**config.mk**
```make
export PLATFORM = sky130hd
export DESIGN_NAME = mem_responder
export DESIGN_NICKNAME = d
export VERILOG_FILES = /design/src/rtl/bf8b_pkg.sv /design/src/rtl/mem_array.sv /design/src/rtl/mem_responder.sv
export SDC_FILE = /design/constraint.sdc
export NUM_CORES = 2
export LEC_CHECK = 0
export ABC_CLOCK_PERIOD_IN_PS = 6600
export BUFFER_PORTS_ARGS = -buffer_cell sky130_fd_sc_hd__clkbuf_2
export CAP_MARGIN = 30
export CORE_ASPECT_RATIO = 0.7
export CORE_UTILIZATION = 63
export DETAILED_ROUTE_END_ITERATION = 16
export HOLD_SLACK_MARGIN = 0.05
export PLACE_DENSITY = 0.84
export SYNTH_ARGS = -nofsm -noshare
export SYNTH_HDL_FRONTEND = slang
export SYNTH_HIERARCHICAL = 1
export SYNTH_SLANG_ARGS = --single-unit
```
**constraint.sdc**
```tcl
create_clock -name clk -period 6.6 [get_ports clk]
set_clock_uncertainty 0.1 [all_clocks]
set_input_delay 1.32 -clock clk [delete_from_list [all_inputs] [get_ports clk]]
set_output_delay 1.32 -clock clk [all_outputs]
set_load 0.03 [all_outputs]
```
**src/rtl/bf8b_pkg.sv**
```systemverilog
// rtl/bf8b_pkg.sv - shared widths and FSM state encoding for mem_responder
package bf8b_pkg;
    localparam int ADDR_W = 8;
    localparam int DATA_W = 8;
    localparam int DEPTH  = 1 << ADDR_W;

    typedef enum logic [1:0] {
        ST_CLEAR = 2'd0,
        ST_RUN   = 2'd1,
        ST_LOAD  = 2'd2
    } state_t;
endpackage

```
**src/rtl/mem_array.sv**
```systemverilog
// rtl/mem_array.sv - 256x8 storage, one synchronous write port, one read-first read port
module mem_array
    import bf8b_pkg::*;
(
    input  logic              clk,
    input  logic              wr_en,
    input  logic [ADDR_W-1:0] wr_addr,
    input  logic [DATA_W-1:0] wr_data,
    input  logic [ADDR_W-1:0] rd_addr,
    output logic [DATA_W-1:0] rd_data
);
    logic [DATA_W-1:0] mem [DEPTH];

    // Both ports in one block: a same-address read sees the pre-edge contents.
    always_ff @(posedge clk) begin
        if (wr_en) begin
            mem[wr_addr] <= wr_data;
        end
        rd_data <= mem[rd_addr];
    end
endmodule

```
**src/rtl/mem_responder.sv**
```systemverilog
// rtl/mem_responder.sv - CPU-facing memory with post-reset clear and streamed program load
module mem_responder
    import bf8b_pkg::*;
#(
    parameter logic [DATA_W-1:0] CLEAR_VALUE = 8'h00,
    parameter bit                DO_CLEAR    = 1'b1
) (
    input  logic              clk,
    input  logic              rst,
    input  logic [ADDR_W-1:0] addr,
    input  logic [DATA_W-1:0] data_in,
    input  logic              we,
    output logic [DATA_W-1:0] data_out,
    input  logic              load_start,
    input  logic [ADDR_W-1:0] load_len,
    input  logic              load_valid,
    input  logic [DATA_W-1:0] load_data,
    output logic              load_ready,
    output logic              load_done,
    output logic              busy
);
    state_t            state;
    logic [ADDR_W-1:0] ptr;
    logic [ADDR_W-1:0] remaining;
    logic              rd_valid;
    logic              mem_we;
    logic [ADDR_W-1:0] mem_waddr;
    logic [DATA_W-1:0] mem_wdata;
    logic [DATA_W-1:0] rd_data;

    always_comb begin
        mem_we    = 1'b0;
        mem_waddr = addr;
        mem_wdata = data_in;
        case (state)
            ST_CLEAR: begin
                mem_we    = 1'b1;
                mem_waddr = ptr;
                mem_wdata = CLEAR_VALUE;
            end
            ST_RUN:   mem_we = we;
            ST_LOAD: begin
                mem_we    = load_valid;
                mem_waddr = ptr;
                mem_wdata = load_data;
            end
            default:  mem_we = 1'b0;
        endcase
        if (rst) begin
            mem_we = 1'b0;
        end
    end

    mem_array u_mem (
        .clk     (clk),
        .wr_en   (mem_we),
        .wr_addr (mem_waddr),
        .wr_data (mem_wdata),
        .rd_addr (addr),
        .rd_data (rd_data)
    );

    // remaining==0 encodes 256 bytes: it wraps to 255 and hits 1 on the 256th byte.
    always_ff @(posedge clk) begin
        if (rst) begin
            state      <= DO_CLEAR ? ST_CLEAR : ST_RUN;
            ptr        <= '0;
            remaining  <= '0;
            rd_valid   <= 1'b0;
            load_ready <= 1'b0;
            load_done  <= 1'b0;
            busy       <= DO_CLEAR;
        end else begin
            load_done <= 1'b0;
            rd_valid  <= (state == ST_RUN) && !load_start;
            case (state)
                ST_CLEAR: begin
                    ptr <= ptr + 1'b1;
                    if (ptr == '1) begin
                        state <= ST_RUN;
                        busy  <= 1'b0;
                    end
                end
                ST_RUN: begin
                    if (load_start) begin
                        remaining  <= load_len;
                        ptr        <= '0;
                        state      <= ST_LOAD;
                        busy       <= 1'b1;
                        load_ready <= 1'b1;
                    end
                end
                ST_LOAD: begin
                    if (load_valid) begin
                        ptr       <= ptr + 1'b1;
                        remaining <= remaining - 1'b1;
                        if (remaining == 8'd1) begin
                            state      <= ST_RUN;
                            busy       <= 1'b0;
                            load_ready <= 1'b0;
                            load_done  <= 1'b1;
                        end
                    end
                end
                default: begin
                    state      <= ST_RUN;
                    busy       <= 1'b0;
                    load_ready <= 1'b0;
                end
            endcase
        end
    end

    // Only reads issued from RUN reach the bus; everything else reads as zero.
    assign data_out = rd_valid ? rd_data : '0;
endmodule
```
==> impl_metrics.toml <==
[run_status]
status = "finished, final reports clean"

[routing]
dr_total_vias = 43188
route.detailed.drc = 0
detail_route.first_pass.iterations = 7
antenna_violating_nets_post_route = 0
drt-wirelength-per-cell_um = 36.56
viasPerCell = 7.430
finalWirelength_um = 212500
detail_route.iter0.violations = 7675

[yosys]
syn-instance-count = 3912
ys_seq_area_frac = 0.7670
synth_seq_cells = 2078
synth.avg_cell_area_um2 = 20.70
synth_cell_type_count = 67
syn_nets = 3952
synthArstFlopShare = 0
top_ff_cell_synth = "sky130_fd_sc_hd__edfxtp_1"
synth_edf_count = 2048
yosys_warnings = 6
synth.cell_area_um2 = 80960

[clocking]
clkSinkCount = 2078
ctsHtreeMaxLevel = 4
ctsLongestPathBuffers = 3
clk_pin_slew_ns = 0.07
cts.repair_timing.setup_buffer_count = 0
holdBufCountCts = 0
tritoncts = "yes"
clock_tree.root_cell = "sky130_fd_sc_hd__clkbuf_16"
cts-buffers-inserted = 173
post_cts.resized_instances = 0
clock_insertion_delay_worst_skew_ns = 0.82

[worst_setup_path]
worst_ep_required_time_ns = 7.14
critical_path_endpoint_category = "flip-flop"
category_of_the_most_critical_setup_path = "input port to flip-flop"
cp-start-kind = "input port"
critical_path_arrival_ns = 4.99
cp_max_fo = 110
register_to_register_setup_slack_ns = 2.49

[floorplan]
die_x_um = 430.5
top_level_ports = 48
floorplan.die.height_um = 301.9
rows = 109
floorplan.core_area_um2 = 126800
floorplan.die_area_um2 = 130000
starting_density_of_the_core = 0.6383

[global_routing]
global_route_congestion_overflow_total = 0
grtUsageTotal = 0.3310
first_global_vias = 42191
grt_pass1_wl_um = 302200
maximum_number_of_pins_on_one_net_before_global_route_repair = 201
grt_antenna_before_repair = 18

[timing]
time_the_worst_path_needs_with_i_o_delays_and_setup_ns = 4.448
achievable-frequency_mhz = 224.8
fin_tns_setup_ns = 0
finalHoldViolCount = 0
hold_ws_ns = 0.4205
timing_max_transition_violations_final = 0
tightest_slew_ns = 1.120
slew_headroom = 0.2524
rsz0062_at_grt = "no"
finalSetupViolations = 0
period_share = 0.6739

[layout]
syn_to_final_growth_pct = 9.297
most-common-layout-cells = "sky130_fd_sc_hd__edfxtp_1 (2,048), sky130_fd_sc_hd__mux4_2 (454), sky130_fd_sc_hd__nor2_1 (297), sky130_fd_sc_hd__clkbuf_16 (176), sky130_fd_sc_hd__mux2i_1 (135)"
layout.filler_cells = 7022
share_of_final_layout_standard_cells_stronger_than_drive_strength_1 = 0.2146
fin_nets = 4040
layout.core_utilization = 0.6977
mostFrequentLayoutCell = "sky130_fd_sc_hd__edfxtp_1"

[place]
io_buffers = 47
dp_hpwl_um = 120500
gpl.final_weighted_congestion = 0.9491

[flow_run]
maximum_capacitance_violations = 0

[power]
cellLeakagePower_nw = 27.78
p_per_area_nw_per_um2 = 325.2
irDropWorstVdd_v = 0.0004116

[worst_hold_path]
min-delay-path-class = "flip-flop to flip-flop"
-- layer usage --
metal | part of all wire | GRT usage | up-vias
met5 | 0.00047 | 0 | -
met4 | 0.049 | 0.1440 | 16
met3 | 0.16 | 0.1133 | 725
met2 | 0.45 | 0.4851 | 4089
met1 | 0.34 | 0.4610 | 21870
li1 | - | - | 16488
-- critical path, cell delays in order --
cell                      delay (ns)
sky130_fd_sc_hd__buf_8          0.41
sky130_fd_sc_hd__buf_12         0.45
sky130_fd_sc_hd__and2_1         0.70
sky130_fd_sc_hd__a22oi_1        0.35
sky130_fd_sc_hd__a31oi_1        0.60
sky130_fd_sc_hd__nor4_1         0.17
sky130_fd_sc_hd__buf_4          0.19
sky130_fd_sc_hd__nor4_1         0.44
-- final timing paths --
| check | from | endpoint | cells after the start |
|---|---|---|---|
| setup / recovery | addr[1] | u_mem/rd_data[5] | 8 |
| hold / removal | remaining[5] | remaining[5] | 2 |
| setup reg to reg | state[0] | u_mem/mem[220][0] | 6 |
| hold reg to reg | remaining[5] | remaining[5] | 2 |
-- flip-flops by register name (all words and copies together), names as in the netlist --
register,flops
u_mem/mem,2048
ptr,8
remaining,8
u_mem/rd_data,8
state,2
busy,1
load_done,1
load_ready,1
rd_valid,1
-- area by class of cell --
type,instances,area [um2],share of cell area
well taps,1665,2083,0.02354
clock inverters,100,725.7,0.008201
inverters,10,37.54,0.0004242
clock buffers,217,4578,0.05174
diodes,6,15.01,0.0001697
repair buffers,155,1481,0.01674
flip-flops and latches,2078,62100,0.7018
multi-input cells,1582,17470,0.1974
-- through the flow --
stage	cells	instance area, um2	power, mW	setup WS (ns)
after floorplan	3912	80960	17.84	1.072
after global placement	5451	82690	18.78	1.176
after detailed placement	5475	82940	18.93	1.315
after CTS	5792	88250	28.64	2.003
after global routing	5808	88480	29.34	2.202
final	5813	88490	28.78	2.152
-- power by group --
group          leakage (nW)  internal (mW)  switching, mW
Combinational          6.01          0.672           2.44
Sequential             19.1           15.6         0.0790
Clock                  2.62           5.25           4.69
-- cells by family (layout without fill, tap and decap cells) --
| logic type | count (synthesis) | count (layout) | share of synthesized area |
|---|---|---|---|
| flops | 2078 | 2078 | 0.7670 |
| mux | 599 | 599 | 0.1447 |
| simple gates | 531 | 531 | 0.03009 |
| compound gates | 446 | 446 | 0.03856 |
| buf+inv | 252 | 482 | 0.01882 |
| fa+ha+maj | 3 | 3 | 0.0004637 |
| xor+xnor | 3 | 3 | 0.0003246 |
| other cells | 0 | 6 | 0 |
-- cell usage after synthesis (5+ instances only) --
library cell	n	area share
sky130_fd_sc_hd__a211oi_1	20	0.0019
sky130_fd_sc_hd__a21oi_1	114	0.0070
sky130_fd_sc_hd__a221oi_1	13	0.0014
sky130_fd_sc_hd__a22o_1	16	0.0017
sky130_fd_sc_hd__a22oi_1	134	0.012
sky130_fd_sc_hd__a31oi_1	5	0.00039
sky130_fd_sc_hd__and2_1	15	0.0012
sky130_fd_sc_hd__buf_1	23	0.0011
sky130_fd_sc_hd__buf_12	8	0.0020
sky130_fd_sc_hd__buf_2	34	0.0021
sky130_fd_sc_hd__buf_4	27	0.0025
sky130_fd_sc_hd__buf_6	21	0.0029
sky130_fd_sc_hd__buf_8	13	0.0024
sky130_fd_sc_hd__clkbuf_1	116	0.0054
sky130_fd_sc_hd__dfxtp_1	30	0.0074
sky130_fd_sc_hd__edfxtp_1	2048	0.76
sky130_fd_sc_hd__inv_1	9	0.00042
sky130_fd_sc_hd__mux2_2	8	0.0011
sky130_fd_sc_hd__mux2i_1	135	0.017
sky130_fd_sc_hd__mux4_2	454	0.13
sky130_fd_sc_hd__nand2_1	41	0.0019
sky130_fd_sc_hd__nand2b_1	10	0.00077
sky130_fd_sc_hd__nand3_1	39	0.0024
sky130_fd_sc_hd__nand4_1	12	0.00093
sky130_fd_sc_hd__nor2_1	300	0.014
sky130_fd_sc_hd__nor2b_1	35	0.0027
sky130_fd_sc_hd__nor3_1	27	0.0017
sky130_fd_sc_hd__nor4_1	25	0.0019
sky130_fd_sc_hd__o211ai_1	10	0.00093
sky130_fd_sc_hd__o21ai_0	21	0.0013
sky130_fd_sc_hd__o221ai_1	46	0.0050
sky130_fd_sc_hd__o22a_1	6	0.00065
sky130_fd_sc_hd__o22ai_1	30	0.0023
sky130_fd_sc_hd__or2_2	5	0.00039
Power figures use the tool's default switching activity.
